### src/rtl/ycbcr_ctrl_pkg.sv
// Shared state encoding, parameter defaults and marker payload for the
// YCbCr frame capture controller.
package ycbcr_ctrl_pkg;

    localparam int unsigned DEF_H_PIXEL     = 640;
    localparam int unsigned DEF_V_LINE      = 480;
    localparam int unsigned DEF_SKIP_FRAMES = 10;
    localparam int unsigned DEF_PIPE_LAT    = 3;

    localparam int unsigned MARK_W = 3;

    typedef enum logic [1:0] {
        ST_IDLE   = 2'd0,
        ST_SYNC   = 2'd1,
        ST_SKIP   = 2'd2,
        ST_ACTIVE = 2'd3
    } state_e;

    typedef struct packed {
        logic sof;
        logic eol;
        logic eof;
    } marker_t;

    // Bits needed to hold the values 0..n inclusive.
    function automatic int unsigned cnt_w(input int unsigned n);
        return (n < 32'd1) ? 32'd1 : 32'($clog2(n + 32'd1));
    endfunction

endpackage

### src/rtl/sig_delay.sv
// Fixed-depth shift register with synchronous active-low reset; used to
// align frame markers with the downstream converter's output strobe.
module sig_delay #(
    parameter int unsigned WIDTH = 1,
    parameter int unsigned DEPTH = 1
) (
    input  logic             clk,
    input  logic             rst_n,
    input  logic [WIDTH-1:0] d_i,
    output logic [WIDTH-1:0] q_o
);

    logic [WIDTH-1:0] stage_q [DEPTH];

    always_ff @(posedge clk) begin
        if (!rst_n) begin
            for (int unsigned i = 0; i < DEPTH; i++) begin
                stage_q[i] <= '0;
            end
        end else begin
            stage_q[0] <= d_i;
            for (int unsigned i = 1; i < DEPTH; i++) begin
                stage_q[i] <= stage_q[i-1];
            end
        end
    end

    assign q_o = stage_q[DEPTH-1];

endmodule

### src/rtl/ycbcr_frame_ctrl.sv
// Camera capture front-end: skips settling frames, clips pixels to the
// configured geometry, forwards them to the converter and flags geometry errors.
module ycbcr_frame_ctrl
    import ycbcr_ctrl_pkg::*;
#(
    parameter int unsigned H_PIXEL     = DEF_H_PIXEL,
    parameter int unsigned V_LINE      = DEF_V_LINE,
    parameter int unsigned SKIP_FRAMES = DEF_SKIP_FRAMES,
    parameter int unsigned PIPE_LAT    = DEF_PIPE_LAT
) (
    input  logic        sys_clk,
    input  logic        sys_rst_n,
    input  logic        en,
    input  logic        cam_vsync,
    input  logic        cam_href,
    input  logic        cam_data_vld,
    input  logic [15:0] cam_data,
    output logic        pre_wr_en,
    output logic [15:0] pix_data,
    output logic        sof,
    output logic        eol,
    output logic        eof,
    output logic [15:0] frame_cnt,
    output logic        line_err,
    output logic        frame_err,
    output logic        busy
);

    localparam int unsigned XW = cnt_w(H_PIXEL);
    localparam int unsigned LW = cnt_w(H_PIXEL + 32'd1);
    localparam int unsigned YW = cnt_w(V_LINE);
    localparam int unsigned SW = cnt_w(SKIP_FRAMES);

    state_e        state_q, state_d;
    logic [SW-1:0] skip_cnt_q, skip_cnt_d;
    logic [XW-1:0] x_cnt_q, x_cnt_d;
    logic [LW-1:0] line_cnt_q, line_cnt_d;
    logic [YW-1:0] y_cnt_q, y_cnt_d;
    logic [15:0]   frame_cnt_q, frame_cnt_d;
    logic          line_err_q, line_err_d;
    logic          frame_err_q, frame_err_d;
    logic          pre_wr_en_q, pre_wr_en_d;
    logic [15:0]   pix_data_q, pix_data_d;
    logic          busy_q, busy_d;
    logic          vsync_q, href_q;

    logic          vs_rise_c, href_fall_c, vld_c, accept_c;
    marker_t       mark_raw_c, mark_dly;

    assign vs_rise_c   = cam_vsync & ~vsync_q;
    assign href_fall_c = href_q & ~cam_href;
    // A pixel that counts toward line length, whether or not it gets clipped.
    assign vld_c       = (state_q == ST_ACTIVE) & cam_href & cam_data_vld & ~vs_rise_c;
    assign accept_c    = vld_c & (x_cnt_q < XW'(H_PIXEL)) & (y_cnt_q < YW'(V_LINE));

    always_comb begin
        state_d     = state_q;
        skip_cnt_d  = skip_cnt_q;
        x_cnt_d     = x_cnt_q;
        line_cnt_d  = line_cnt_q;
        y_cnt_d     = y_cnt_q;
        frame_cnt_d = frame_cnt_q;
        line_err_d  = line_err_q;
        frame_err_d = frame_err_q;
        pre_wr_en_d = accept_c;
        pix_data_d  = accept_c ? cam_data : pix_data_q;
        mark_raw_c  = '0;

        unique case (state_q)
            ST_IDLE: begin
                if (en) begin
                    state_d     = ST_SYNC;
                    line_err_d  = 1'b0;
                    frame_err_d = 1'b0;
                end
            end
            ST_SYNC: begin
                if (!en) begin
                    state_d = ST_IDLE;
                end else if (vs_rise_c) begin
                    skip_cnt_d = '0;
                    state_d    = (SKIP_FRAMES == 32'd0) ? ST_ACTIVE : ST_SKIP;
                end
            end
            ST_SKIP: begin
                if (!en) begin
                    state_d = ST_IDLE;
                end else if (vs_rise_c) begin
                    if (32'(skip_cnt_q) + 32'd1 >= SKIP_FRAMES) begin
                        state_d = ST_ACTIVE;
                    end else begin
                        skip_cnt_d = skip_cnt_q + SW'(1);
                    end
                end
            end
            ST_ACTIVE: begin
                // Dropping enable lets the current frame finish.
                if (vs_rise_c && !en) begin
                    state_d = ST_IDLE;
                end
            end
            default: state_d = ST_IDLE;
        endcase

        if (accept_c) begin
            x_cnt_d        = x_cnt_q + XW'(1);
            mark_raw_c.sof = (x_cnt_q == '0) && (y_cnt_q == '0);
            mark_raw_c.eol = (x_cnt_q == XW'(H_PIXEL - 32'd1));
            mark_raw_c.eof = mark_raw_c.eol && (y_cnt_q == YW'(V_LINE - 32'd1));
        end
        if (vld_c && (line_cnt_q != LW'(H_PIXEL + 32'd1))) begin
            line_cnt_d = line_cnt_q + LW'(1);
        end

        if (href_fall_c) begin
            x_cnt_d    = '0;
            line_cnt_d = '0;
            if ((line_cnt_q != '0) && (y_cnt_q != YW'(V_LINE))) begin
                y_cnt_d = y_cnt_q + YW'(1);
            end
            if ((state_q == ST_ACTIVE) && (line_cnt_q != '0) &&
                (line_cnt_q != LW'(H_PIXEL))) begin
                line_err_d = 1'b1;
            end
        end

        if (vs_rise_c) begin
            x_cnt_d    = '0;
            line_cnt_d = '0;
            y_cnt_d    = '0;
            if (state_q == ST_ACTIVE) begin
                if (y_cnt_q != YW'(V_LINE)) begin
                    frame_err_d = 1'b1;
                end
                if (y_cnt_q != '0) begin
                    frame_cnt_d = frame_cnt_q + 16'd1;
                end
            end
        end

        busy_d = (state_d != ST_IDLE);
    end

    always_ff @(posedge sys_clk) begin
        if (!sys_rst_n) begin
            state_q     <= ST_IDLE;
            skip_cnt_q  <= '0;
            x_cnt_q     <= '0;
            line_cnt_q  <= '0;
            y_cnt_q     <= '0;
            frame_cnt_q <= '0;
            line_err_q  <= 1'b0;
            frame_err_q <= 1'b0;
            pre_wr_en_q <= 1'b0;
            pix_data_q  <= '0;
            busy_q      <= 1'b0;
            vsync_q     <= 1'b0;
            href_q      <= 1'b0;
        end else begin
            state_q     <= state_d;
            skip_cnt_q  <= skip_cnt_d;
            x_cnt_q     <= x_cnt_d;
            line_cnt_q  <= line_cnt_d;
            y_cnt_q     <= y_cnt_d;
            frame_cnt_q <= frame_cnt_d;
            line_err_q  <= line_err_d;
            frame_err_q <= frame_err_d;
            pre_wr_en_q <= pre_wr_en_d;
            pix_data_q  <= pix_data_d;
            busy_q      <= busy_d;
            vsync_q     <= cam_vsync;
            href_q      <= cam_href;
        end
    end

    // Markers land on the same cycle as the converter's delayed write strobe.
    sig_delay #(
        .WIDTH (MARK_W),
        .DEPTH (PIPE_LAT + 32'd1)
    ) u_mark_dly (
        .clk   (sys_clk),
        .rst_n (sys_rst_n),
        .d_i   (mark_raw_c),
        .q_o   (mark_dly)
    );

    assign pre_wr_en = pre_wr_en_q;
    assign pix_data  = pix_data_q;
    assign sof       = mark_dly.sof;
    assign eol       = mark_dly.eol;
    assign eof       = mark_dly.eof;
    assign frame_cnt = frame_cnt_q;
    assign line_err  = line_err_q;
    assign frame_err = frame_err_q;
    assign busy      = busy_q;

endmodule

### config.mk
export PLATFORM = sky130hd
export DESIGN_NAME = ycbcr_frame_ctrl
export DESIGN_NICKNAME = d
export VERILOG_FILES = /design/src/rtl/ycbcr_ctrl_pkg.sv /design/src/rtl/sig_delay.sv /design/src/rtl/ycbcr_frame_ctrl.sv
export SDC_FILE = /design/constraint.sdc
export NUM_CORES = 1
export LEC_CHECK = 0
export ABC_AREA = 1
export BUFFER_PORTS_ARGS = -buffer_cell sky130_fd_sc_hd__buf_4
export CAP_MARGIN = 20
export CORE_AREA = 2 2 79 100
export CTS_CLUSTER_SIZE = 24
export DETAILED_ROUTE_END_ITERATION = 10
export DIE_AREA = 0 0 81 102
export GPL_ROUTABILITY_DRIVEN = 0
export GPL_TIMING_DRIVEN = 0
export PLACE_DENSITY = 0.78
export SYNTH_ARGS = -nofsm -noshare
export SYNTH_HDL_FRONTEND = slang
export SYNTH_SLANG_ARGS = --single-unit
export TNS_END_PERCENT = 20
### constraint.sdc
create_clock -name sys_clk -period 1.9 [get_ports sys_clk]
set_input_delay 0.285 -clock sys_clk [delete_from_list [all_inputs] [get_ports sys_clk]]
set_output_delay 0.285 -clock sys_clk [all_outputs]
set_load 0.01 [all_outputs]
### Word-level counts from Yosys, hierarchy flattened

Memory sizes are Yosys's and may differ from the RTL's.
Cells that the tools add are included.

* memories: 1
* bits of input ports: 22
* output and inout bits: 39
* memory bits (writable): 12
* word-level logic and storage cells: 101
* register bits after elaboration: 73

* mux-type cells: 30
* magnitude comparators: 3
* bitwise logic cells: 15
* equality and inequality tests: 13
* reductions and logical operators: 20
* add/subtract/negate cells: 6

Memories
* u_mark_dly.stage_q: depth 4, width 3, read ports 4, clocked after Yosys merged registers in 0, wr ports 4, RTL line sig_delay.sv:13 `logic [WIDTH-1:0] stage_q [DEPTH];`

Operator list (number)
* $add 10x1->10 const B: 2
* $mux 4: 5
* $ne 10x10->1 const B: 2
* $add 16x1->16 const B: 1
* $mux 3: 5
* $mux 2: 7
* $mux 1: 11
* $eq 10x10->1 const B: 1
* $logic_not 10->1: 1
* $lt 10x10->1 const B: 1
* $ne 2x2->1 const B: 5
* $reduce_bool 10->1: 1
* $add 9x1->9 const B: 1
* $eq 9x9->1 const B: 1
* $logic_not 9->1: 1
* $lt 9x9->1 const B: 1
* $ne 9x9->1 const B: 1
* $reduce_bool 9->1: 1
* $pmux 2 s4: 1
* $pmux 4 s2: 1
* $and 1x1->1: 7
* $logic_and 1x1->1: 7
* $reduce_and 6->1: 1
* $add 4x1->5 const B: 1
* other kinds (13): 21

### Logic depth before layout (Yosys ltp)

Gate-level depths: netlist of run 1.

* word-level depth: 8
* depth in mapped cells: 11
* gate-level depth less buffers: 11

### Modules after synthesis

A second synthesis of run 1 with hierarchy kept.

* cells, all modules: 571
* area, all modules: 4023.9 µm²

By module, submodules not included
* ycbcr_frame_ctrl: cells each 534, sequential area each 1461.4 µm², area an instance 3682.3 µm², times used 1
* sig_delay: cells each 37, sequential area each 240.2 µm², area an instance 341.6 µm², times used 1

### Worst setup path before layout of run 1

Ideal clock, no wire load.

* kind: register to register
* from: register skip_cnt_q[1]
* to: register skip_cnt_q[0]
* setup slack: 457 ps
* data arrival time: 1311 ps
* path buffers: 0
* required time: 1768 ps
* period minus slack after synthesis: 1443 ps
* cell stages (with the launch flop): 12
* library setup time: 132 ps
* cell sequence: dfxtp_1 > inv_1 > ha_1 > inv_1 > nor2_1 > nand3_1 > nand2_1 > nand2_1 > nand2_1 > nand3_1 > nand2_1 > a21oi_1

* cells in the longest elaborated chain, start to end: 4

RTL lines
* start, declared: RTL line ycbcr_frame_ctrl.sv:35 `logic [SW-1:0] skip_cnt_q, skip_cnt_d;`
* start signal, assigned: RTL line ycbcr_frame_ctrl.sv:161 `skip_cnt_q <= skip_cnt_d;`
* $add 4x1->5: RTL line ycbcr_frame_ctrl.sv:89 `if (32'(skip_cnt_q) + 32'd1 >= SKIP_FRAMES) begin`
* $ge 5x4->1: RTL line ycbcr_frame_ctrl.sv:89
* $ne 2x2->1 (no line)
* $reduce_and 6->1 (no line)

No other way between the ends.
A chain may end at the register's enable or synchronous reset.

### Final worst setup path of run 1

* from: register frame_cnt_q[0] (netlist: frame_cnt[0])
* to: register frame_cnt_q[12] (netlist: frame_cnt[12])

* cells in the longest elaborated chain, start to end: 1

RTL lines
* start, declared: RTL line ycbcr_frame_ctrl.sv:39 `logic [15:0] frame_cnt_q, frame_cnt_d;`
* start signal, assigned: RTL line ycbcr_frame_ctrl.sv:165 `frame_cnt_q <= frame_cnt_d;`
* $add 16x1->16: RTL line ycbcr_frame_ctrl.sv:136 `frame_cnt_d = frame_cnt_q + 16'd1;`

No other way between the ends.

==> flow_summary_export.csv, run 1 <==
group,metric,value,unit
timing,hold_viol_final,0,
worst_setup_path,r2r-start,"frame_cnt[0]$_SDFFE_PN0P_",
worst_setup_path,crit_fanout,8,
logic_synthesis,yosys.area.top_type_share,41.94,%
logic_synthesis,synth_flop_cell,"dfxtp_1",
die,die_y,102,µm
global_route,antenna_found_initial,0,
logic_synthesis,synthSimpleGateAreaFrac,30.19,%
worst_setup_path,critical_path_class,"reg -> reg",
timing,clock.fmax,0.5843,GHz
cells_and_area,regArea,1702,µm²
logic_synthesis,ys_types,29,
die,start_util,55.82,%
logic_synthesis,synth_area_leader_cell,"dfxtp_1",
routing,vias_per_cell,5.205,
worst_setup_path,crit_start,"frame_cnt[0]$_SDFFE_PN0P_",
global_route,grt_use_total,22.91,%
cts,post-cts-setup-buffers,0,
global_route,grt_pass1_vias,3554,
cts,clockBufferDepth,2,
die,num_io_pins,61,
logic_synthesis,synth_compound_area_share,10.51,%
timing,fin_crit_sh,90.08,%
power,vdd_ir_drop_max,0.3586,mV
logic_synthesis,synthAdderAreaFrac,3.084,%
logic_synthesis,synthXorXnorAreaFrac,5.180,%
die,fp.dieW,81,µm
cells_and_area,drive_above_1_share,16.56,%
die,die-area,8262,µm²
cts,clkSinkCount,85,
timing,finalMaxSlewViolations,0,
logic_synthesis,syn_inst,571,
logic_synthesis,synth_top_family_by_area,"simple AND/OR/NAND/NOR gates",
cts,ctsHtreeMaxLevel,3,
cells_and_area,finish.utilization,66.37,%
status,status,"finished clean",
cts,clk_latency,0.35,ns
worst_setup_path,cp.arrival,1.92,ns
timing,worstMarginPinSlew,0.5168,ns
routing,dr.first_iter.drc_count,199,
logic_synthesis,syn_area,4058,µm²
routing,routedWlPerCell,12.07,µm
routing,firstDrtPassIters,6,
cts,hold_buffers,0,
timing,skew,0.01706,ns
cts,numCtsBuffers,9,
timing,setup_viol,0,
global_route,grt_first_pass_wirelength,15170,µm
logic_synthesis,ys_seq_area_share,41.94,%
routing,antenna_left,0,
logic_synthesis,yosysWarnings,0,
cts,post_cts_resized,0,
cells_and_area,nets,674,
logic_synthesis,synthMuxAreaShare,0,%
cts,cts.clk_slew.worst_paths,0.08,ns
die,coreArea,7269,µm²
routing,vias,3841,
logic_synthesis,ys_top_cells_by_count,"nand2_1, dfxtp_1, nor2_1",
timing,slew_headroom,65.55,%
run,max-cap-violations,0,
cells_and_area,antennaDiodeCount,0,
logic_synthesis,synth_edf_count,0,
routing,drc,0,
global_route,gr-total-overflow,0,
cells_and_area,synthToLayoutAreaGrowth,18.90,%
timing,min_period,1.712,ns
worst_setup_path,crit_path_end_kind,"flip-flop",
logic_synthesis,synth_most_common_cell,"nand2_1",
logic_synthesis,syn_nets,603,
cts,cts_tree,"built",
logic_synthesis,netlist_top_cells_area,"dfxtp_1, nand2_1, nor2_1",
cells_and_area,multiInputGateArea,1992,µm²
global_route,grt_start_max_net_pins,15,
worst_setup_path,worst_ep_required_time,2.11,ns
cells_and_area,fill_cells,660,
die,rows,35,
cts,cts_root_buffer,"clkbuf_8",
power,power_density,662.3,nW/µm²
min_path,min_from,"cam_vsync",
min_path,min_path_type,"in -> reg",
logic_synthesis,avgSynthCellArea,7.106,µm²
place,io_buffers,60,
routing,drt_wl_total,8906,µm
logic_synthesis,ys_async_sr_fraction,0,%
logic_synthesis,ys_seq_elements,85,
place,dp_hpwl,6503,µm
worst_setup_path,critical_path.startpoint_type,"flip-flop",
timing,tns,0,ns
power,p_leak,2.037,nW
timing,rsz0062_at_grt,"no",
==> sequential cells by signal, summed over array words and instances (netlist names), 2 cells and up <==
register            count
y_cnt_q                 9
line_cnt_q             10
x_cnt_q                10
frame_cnt              16
pix_data               16
u_mark_dly.stage_q     12
state_q                 2
skip_cnt_q              4
==> final cells by class <==
class	count	area share (%)
Buffer	14	1.634
Clock buffer	10	2.853
Clock inverter	5	1.219
Inverter	76	6.017
Multi-Input combinational cell	396	41.29
Sequential cell	85	35.27
Tap cell	92	2.386
Timing Repair Buffer	60	9.336
==> layout by cell type, fill, tap and decap left out <==
| master | count |
|---|---|
| nor2_1 | 77 |
| nand2_1 | 126 |
| buf_4 | 61 |
| and3_1 | 1 |
| nand2_2 | 2 |
| xor2_1 | 17 |
| clkbuf_2 | 1 |
| nand3_2 | 2 |
| nor3_1 | 17 |
| a21oi_1 | 46 |
| inv_2 | 7 |
| clkbuf_1 | 5 |
| nand4_1 | 18 |
| nand3_1 | 30 |
| buf_2 | 5 |
| inv_6 | 2 |
| nor4_2 | 2 |
| nor3_4 | 1 |
| clkinv_2 | 1 |
| nor2_2 | 1 |
| ha_1 | 10 |
| nand2_4 | 1 |
| xnor2_1 | 7 |
| nor2_4 | 2 |
| bufinv_16 | 1 |
| clkbuf_8 | 10 |
| a21oi_2 | 4 |
| buf_6 | 2 |
| clkinvlp_4 | 2 |
| dfxtp_1 | 85 |
| inv_1 | 68 |
| a31oi_1 | 1 |
| o21ai_0 | 31 |
==> power by group <==
part	switching, mW	internal (mW)	total, mW
combinational	0.0749	0.0504	0.125
sequential	0.00567	1.79	1.79
clock	0.640	0.639	1.28
==> routing by layer <==
metal	vias to the layer above	global-route usage, %	routed length (µm)
li1	1962	-	-
met1	1765	27.64	3826
met2	103	40.69	4447
met3	11	3.799	500
met4	0	8.344	131
met5	-	0	0
==> stage by stage <==
| step | setup WS [ns] | instance area, µm² | cells | power, mW | hold slack, ns |
|---|---|---|---|---|---|
| finish | 0.1884 | 4825 | 738 | 3.195 | 0.1542 |
| floorplan | 0.4566 | 4058 | 571 | 1.898 | 0.3785 |
| global route | 0.03763 | 4825 | 738 | 3.321 | 0.1737 |
| CTS | 0.1986 | 4820 | 738 | 3.225 | 0.1397 |
| detailed placement | 0.2217 | 4623 | 723 | 1.958 | 0.3976 |
| global placement | 0.2613 | 4623 | 723 | 1.955 | 0.3957 |
==> final timing paths <==
path | cells after the start | endpoint | slack, ns
worst min-delay path | 3 | vsync_q$_SDFF_PN0_ | 0.15
worst max-delay path | 8 | frame_cnt[12]$_SDFFE_PN0P_ | 0.19
worst max register to register | 8 | frame_cnt[12]$_SDFFE_PN0P_ | 0.19
worst min register to register | 2 | u_mark_dly.stage_q[2][0]$_SDFF_PN0_ | 0.42
==> kinds of logic after synthesis <==
kind of cell | count (synthesis)
and+or+nand+nor | 280
buffers and inverters | 90
DFF | 85
AOI/OAI and AO/OA | 82
xor gates and xnor gates | 24
adders and majority gates | 10
==> worst max-delay path: stages (launching register included) <==
cell and delay [ns]:
dfxtp_1 0.51, ha_1 0.27, inv_1 0.09, nor2_1 0.23
nand3_1 0.16, nand2_1 0.08, inv_1 0.03, o21ai_0 0.13
a21oi_1 0.08
Power figures use the tool's default switching activity.
==> run 2: changes to the inputs <==
--- a/config.mk
+++ b/config.mk
@@ -8,10 +8,10 @@
 export ABC_AREA = 1
 export BUFFER_PORTS_ARGS = -buffer_cell sky130_fd_sc_hd__buf_4
 export CAP_MARGIN = 20
-export CORE_AREA = 2 2 79 100
+export CORE_AREA = 5 5 82 103
 export CTS_CLUSTER_SIZE = 24
 export DETAILED_ROUTE_END_ITERATION = 10
-export DIE_AREA = 0 0 81 102
+export DIE_AREA = 0 0 87 108
 export GPL_ROUTABILITY_DRIVEN = 0
 export GPL_TIMING_DRIVEN = 0
 export PLACE_DENSITY = 0.78
==> run 2 against run 1 <==
Clock-buffer cell count stayed put. Combinational power hardly changed. Routed wire length is 0.12% lower. Sequential power hardly changed. Hold slack worse by 0.0044 ns. Total power is 2.8% lower. Sequential cell count stayed put. Utilization is 0.60 points lower. Largest power group unchanged.
==> flow_summary_export.csv, run 2 (synthesized netlist as in run 1, its figures left out) <==
group,metric,value,unit
status,status,"finished clean",
cts,cts_tree,"built",
worst_setup_path,worst_ep_required_time,2.18,ns
cts,numCtsBuffers,9,
place,dp_hpwl,6664,µm
timing,finalMaxSlewViolations,0,
routing,antenna_left,0,
worst_setup_path,critical_path.startpoint_type,"flip-flop",
cells_and_area,antennaDiodeCount,0,
cts,clk_latency,0.36,ns
timing,fin_crit_sh,90.63,%
cts,clockBufferDepth,2,
cells_and_area,multiInputGateArea,1987,µm²
min_path,min_path_type,"in -> reg",
die,start_util,55.48,%
routing,dr.first_iter.drc_count,203,
die,die_y,108,µm
worst_setup_path,critical_path_buf_inv_count,3,
place,place_ws,0.1713,ns
die,fp.dieW,87,µm
cells_and_area,mostFrequentLayoutCell,"nand2_1",
place,place_inst,723,
timing,skew,0.01656,ns
cts,cts.clk_slew.worst_paths,0.08,ns
routing,vias_per_cell,5.038,
cts,clkSinkCount,85,
global_route,grt_use_total,19.59,%
worst_setup_path,critical_path_class,"reg -> reg",
die,coreArea,7313,µm²
routing,firstDrtPassIters,5,
cts,cts_root_buffer,"clkbuf_8",
timing,min_period,1.722,ns
place,io_buffers,60,
routing,drc,0,
global_route,gr-total-overflow,0,
cells_and_area,regArea,1702,µm²
timing,slew_headroom,63.64,%
worst_setup_path,crit_path_end_kind,"flip-flop",
worst_setup_path,slowest_delay,0.42,ns
cells_and_area,layout.cells.non_filler,739,
timing,fin_ws,0.1781,ns
worst_setup_path,crit_fanout,10,
timing,hold_viol_final,0,
worst_setup_path,cp_cell_sequence,"inv_1, ha_1, inv_1, nor3_1, nand3_1, nand3_2, inv_4, nand3_1, a21oi_1",
cts,post-cts-setup-buffers,0,
place,place_area,4623,µm²
global_route,grt_pass1_vias,3456,
die,rows,35,
cts,ctsHtreeMaxLevel,3,
cells_and_area,layout_common_cells,"nand2_1, dfxtp_1, nor2_1, inv_1, buf_4",
cells_and_area,finish.utilization,65.77,%
timing,worstMarginPinSlew,0.5454,ns
worst_setup_path,cp_slowest_cell,"dfxtp_1",
routing,routedWlPerCell,12.04,µm
worst_setup_path,cp.arrival,2.00,ns
cells_and_area,drive_above_1_share,16.54,%
global_route,grt_first_pass_wirelength,15080,µm
cts,hold_buffers,0,
power,vdd_ir_drop_max,0.4622,mV
cells_and_area,synthToLayoutAreaGrowth,18.53,%
run,max-cap-violations,0,
timing,setup_viol,0,
cells_and_area,nets,674,
routing,vias,3723,
worst_setup_path,critical_path.top_delay_family,"simple AND/OR/NAND/NOR gates",
power,p_leak,2.030,nW
routing,drt_wl_total,8895,µm
global_route,antenna_found_initial,0,
cells_and_area,fill_cells,666,
timing,clock.fmax,0.5807,GHz
cells_and_area,fin_area,4810,µm²
die,die-area,9396,µm²
die,num_io_pins,61,
global_route,grt_start_max_net_pins,16,
timing,timing.hold.ws,0.1498,ns
power,power_density,646.1,nW/µm²
-- run 2: final cells by class --
cell class	count	share of cell area, %
well taps	92	2.393
repair buffers	60	9.365
inverters	76	6.087
clock inverters	6	0.9625
clock buffers	10	2.862
multi-input cells	396	41.31
plain buffers	14	1.639
flip-flops and latches	85	35.38
-- run 2: power by group --
part | internal, mW | switching (mW)
clock network | 0.517 | 0.674
registers | 1.79 | 0.00593
logic | 0.0501 | 0.0742
total | 2.35 | 0.754
-- run 2: worst paths after layout --
kind,cells past startpoint,start,slack [ns],to
min reg2reg,2,u_mark_dly.stage_q[2][1]$_SDFF_PN0_,0.42,u_mark_dly.stage_q[3][1]$_SDFF_PN0_
max reg2reg,9,line_cnt_q[0]$_SDFFE_PP0P_,0.18,y_cnt_q[3]$_SDFFE_PP0P_
max,9,line_cnt_q[0]$_SDFFE_PP0P_,0.18,y_cnt_q[3]$_SDFFE_PP0P_
min,3,cam_href,0.15,href_q$_SDFF_PN0_
-- run 2: layer usage --
metal / global-route usage [%] / up-vias / share of wire (%)
met5: 0 / - / 0
met2: 34.04 / 67 / 49
met4: 5.234 / 0 / 0.97
met3: 4.116 / 8 / 5.4
met1: 24.35 / 1683 / 45
li1: - / 1965 / -
-- run 2: what timing repair did --
item	4_1_cts	5_1_grt
hold endpoints to repair	0	0
resized for setup	0	1
endpoints found under the setup margin	0	1
-- run 2: stage by stage --
stage,TNS [ns],power (mW)
floorplan,0,1.898
global placement,0,1.956
detailed placement,0,1.958
CTS,0,3.123
global route,-0.004037,3.225
finish,0,3.107
-- run 2: worst min-delay path, stage by stage --
cell and delay [ns]:
buf_4 0.10, nand2_1 0.05, inv_1 0.04
==> run 3: changes to the inputs <==
--- a/config.mk
+++ b/config.mk
@@ -8,13 +8,13 @@
 export ABC_AREA = 1
 export BUFFER_PORTS_ARGS = -buffer_cell sky130_fd_sc_hd__buf_4
 export CAP_MARGIN = 20
-export CORE_AREA = 5 5 82 103
+export CORE_AREA = 5 5 80 100
 export CTS_CLUSTER_SIZE = 24
 export DETAILED_ROUTE_END_ITERATION = 10
-export DIE_AREA = 0 0 87 108
+export DIE_AREA = 0 0 85 105
 export GPL_ROUTABILITY_DRIVEN = 0
 export GPL_TIMING_DRIVEN = 0
-export PLACE_DENSITY = 0.78
+export PLACE_DENSITY = 0.82
 export SYNTH_ARGS = -nofsm -noshare
 export SYNTH_HDL_FRONTEND = slang
 export SYNTH_SLANG_ARGS = --single-unit
==> constraint.sdc (replaced) <==
create_clock -name sys_clk -period 2.05 [get_ports sys_clk]
set_input_delay 0.3075 -clock sys_clk [delete_from_list [all_inputs] [get_ports sys_clk]]
set_output_delay 0.3075 -clock sys_clk [all_outputs]
set_load 0.01 [all_outputs]
==> run 3 against run 2 <==
Critical path depth is the same. Sequential share of layout area shrank 0.17 points. Non-clock buffer count is the same. Largest power group unchanged. Clock skew shrank 0.0034 ns. Total power shrank 2.3%. Fmax shrank 1.4%. Design area grew 0.49%. Die area shrank 5.0%. First-iteration DRC count grew 4.4%. Sequential power shrank 7%. Combinational power shrank 7%. Critical path type unchanged. Clock power grew 6%.
==> flow_summary_export.csv, run 3 (synthesized netlist as in run 1, its figures left out) <==
group,metric,value,unit
status,status,"finished clean",
timing,worstMarginPinSlew,0.4943,ns
cts,post_cts_resized,0,
cells_and_area,fin_area,4833,µm²
die,fp.dieW,85,µm
cts,cts_tree,"built",
power,swShare,23.57,%
routing,antenna_left,0,
cts,hold_buffers,0,
worst_setup_path,crit_path_end_kind,"flip-flop",
routing,routedWlPerCell,12.50,µm
power,p_int,2.319,mW
power,p_leak,2.047,nW
worst_setup_path,worst_ep_required_time,2.33,ns
power,power_frac_clock,41.5,%
cts,clkSinkCount,85,
routing,vias,3859,
routing,dr.first_iter.drc_count,212,
timing,slew_headroom,67.05,%
power,power_density,627.8,nW/µm²
worst_setup_path,critical_path.startpoint_type,"flip-flop",
worst_setup_path,rr_worst_depth,9,
timing,fin_crit_sh,85.16,%
timing,hold_viol_final,0,
min_path,min_from,"cam_vsync",
worst_setup_path,r2r-start,"line_cnt_q[0]$_SDFFE_PP0P_",
routing,drc,0,
cells_and_area,drive_above_1_share,16.54,%
cells_and_area,layout.cells.non_filler,737,
power,finalPower,3.034,mW
global_route,grt_start_max_net_pins,17,
cells_and_area,synthToLayoutAreaGrowth,19.12,%
routing,met1_length,3829,µm
routing,drt_wl_total,9214,µm
die,start_util,58.88,%
worst_setup_path,cp_cell_sequence,"inv_1, ha_1, inv_1, nor3_1, nand3_1, nand3_2, inv_2, nand3_1, a21oi_1",
global_route,antenna_found_initial,0,
worst_setup_path,slowest_delay,0.42,ns
power,p_switching,0.7151,mW
routing,dr_wl_met2,4662,µm
power,p_seq_share,54.7,%
power,pwr-share-comb,3.8,%
cts,post-cts-setup-buffers,0,
global_route,grt_use_total,20.84,%
global_route,grt_first_pass_wirelength,15570,µm
place,dp_hpwl,6828,µm
worst_setup_path,crit_fanout,10,
global_route,gr-total-overflow,0,
place,place_inst,721,
worst_setup_path,reg2reg_slack,0.30,ns
run,max-cap-violations,0,
worst_setup_path,critical_path_class,"reg -> reg",
min_path,hold_path_depth,3,
cts,numCtsBuffers,9,
routing,vias_per_cell,5.236,
die,num_io_pins,61,
timing,min_period,1.746,ns
routing,routed.top_layer,"met4",
die,coreArea,6892,µm²
cells_and_area,antennaDiodeCount,0,
cells_and_area,nets,674,
cts,clk_latency,0.36,ns
cells_and_area,layout_common_cells,"nand2_1, dfxtp_1, nor2_1, inv_1, buf_4",
worst_setup_path,cp_slowest_cell,"dfxtp_1",
die,die-area,8925,µm²
power,vdd_ir_drop_max,0.4190,mV
cts,clockBufferDepth,2,
routing,firstDrtPassIters,4,
worst_setup_path,cp.arrival,2.03,ns
cts,ctsHtreeMaxLevel,3,
timing,finalMaxSlewViolations,0,
die,rows,34,
global_route,grt_pass1_vias,3624,
timing,setup_viol,0,
min_path,min_path_type,"in -> reg",
cells_and_area,finish.utilization,70.13,%
timing,clock.fmax,0.5728,GHz
cells_and_area,mostFrequentLayoutCell,"nand2_1",
die,die_y,105,µm
timing,rsz0062_at_grt,"no",
timing,tns,0,ns
min_path,whs_endpoint,"vsync_q$_SDFF_PN0_",
routing,routed-wl-met3,565,µm
cts,cts_root_buffer,"clkbuf_8",
cts,cts.clk_slew.worst_paths,0.09,ns
timing,skew,0.01317,ns
place,io_buffers,60,
worst_setup_path,r2r_end,"y_cnt_q[3]$_SDFFE_PP0P_",
place,place_area,4621,µm²
==> run 3: changes by cell type in the layout (fill, tap and decap cells not counted), sizes merged <==
cell,delta
bufinv,+1
inv,+3
clkinv,-3
clkinvlp,-1
==> run 3: final cells by class <==
class | count | area, µm²
plain buffers | 14 | 78.83
clock buffers | 10 | 137.6
clock inverters | 6 | 75.07
fillers | 605 | 2058
inverters | 76 | 290.3
multi-input cells | 396 | 1987
flip-flops and latches | 85 | 1702
well taps | 90 | 112.6
repair buffers | 60 | 450.4
==> run 3: worst max-delay path, delay by kind of cell, from the launching register on <==
family                     cells  cell delay (ns)
AOI/OAI and AO/OA              1             0.16
adders and majority gates      1             0.20
buffers and inverters          3             0.40
DFF                            1             0.42
and+or+nand+nor                4             0.48
==> run 3: worst max-delay path by stage <==
| stage | from | to | slack (ns) | cells past startpoint |
|---|---|---|---|---|
| after detailed placement | line_cnt_q[0]$_SDFFE_PP0P_ | y_cnt_q[3]$_SDFFE_PP0P_ | 0.34 | 9 |
| final | line_cnt_q[0]$_SDFFE_PP0P_ | y_cnt_q[3]$_SDFFE_PP0P_ | 0.30 | 9 |
| after global placement | line_cnt_q[0]$_SDFFE_PP0P_ | y_cnt_q[2]$_SDFFE_PP0P_ | 0.42 | 10 |
| after CTS | line_cnt_q[0]$_SDFFE_PP0P_ | y_cnt_q[3]$_SDFFE_PP0P_ | 0.32 | 9 |
| after global routing | line_cnt_q[0]$_SDFFE_PP0P_ | y_cnt_q[3]$_SDFFE_PP0P_ | 0.11 | 9 |
| after floorplan | skip_cnt_q[1]$_SDFFE_PN0P_ | skip_cnt_q[0]$_SDFFE_PN0P_ | 0.61 | 11 |
==> run 3: power groups by stage <==
stage | logic (mW) | registers [mW] | clock network, mW
final | 0.115 | 1.66 | 1.26
after global routing | 0.129 | 1.66 | 1.34
after CTS | 0.116 | 1.66 | 1.27
after detailed placement | 0.115 | 1.70 | 0
after global placement | 0.112 | 1.70 | 0
after floorplan | 0.0594 | 1.70 | 0
==> run 3: layer usage <==
metal	global-route usage, %	up-vias
met1	24.10	1752
li1	-	1967
met5	0	-
met2	36.17	122
met3	6.299	18
met4	7.127	0
==> run 3: metrics by stage <==
stage                     hold slack (ns)  setup WS (ns)
after floorplan                    0.3905         0.6066
after global placement             0.3953         0.4194
after detailed placement           0.3967         0.3425
after CTS                          0.1412         0.3182
after global routing               0.1505         0.1129
final                              0.1506         0.3042
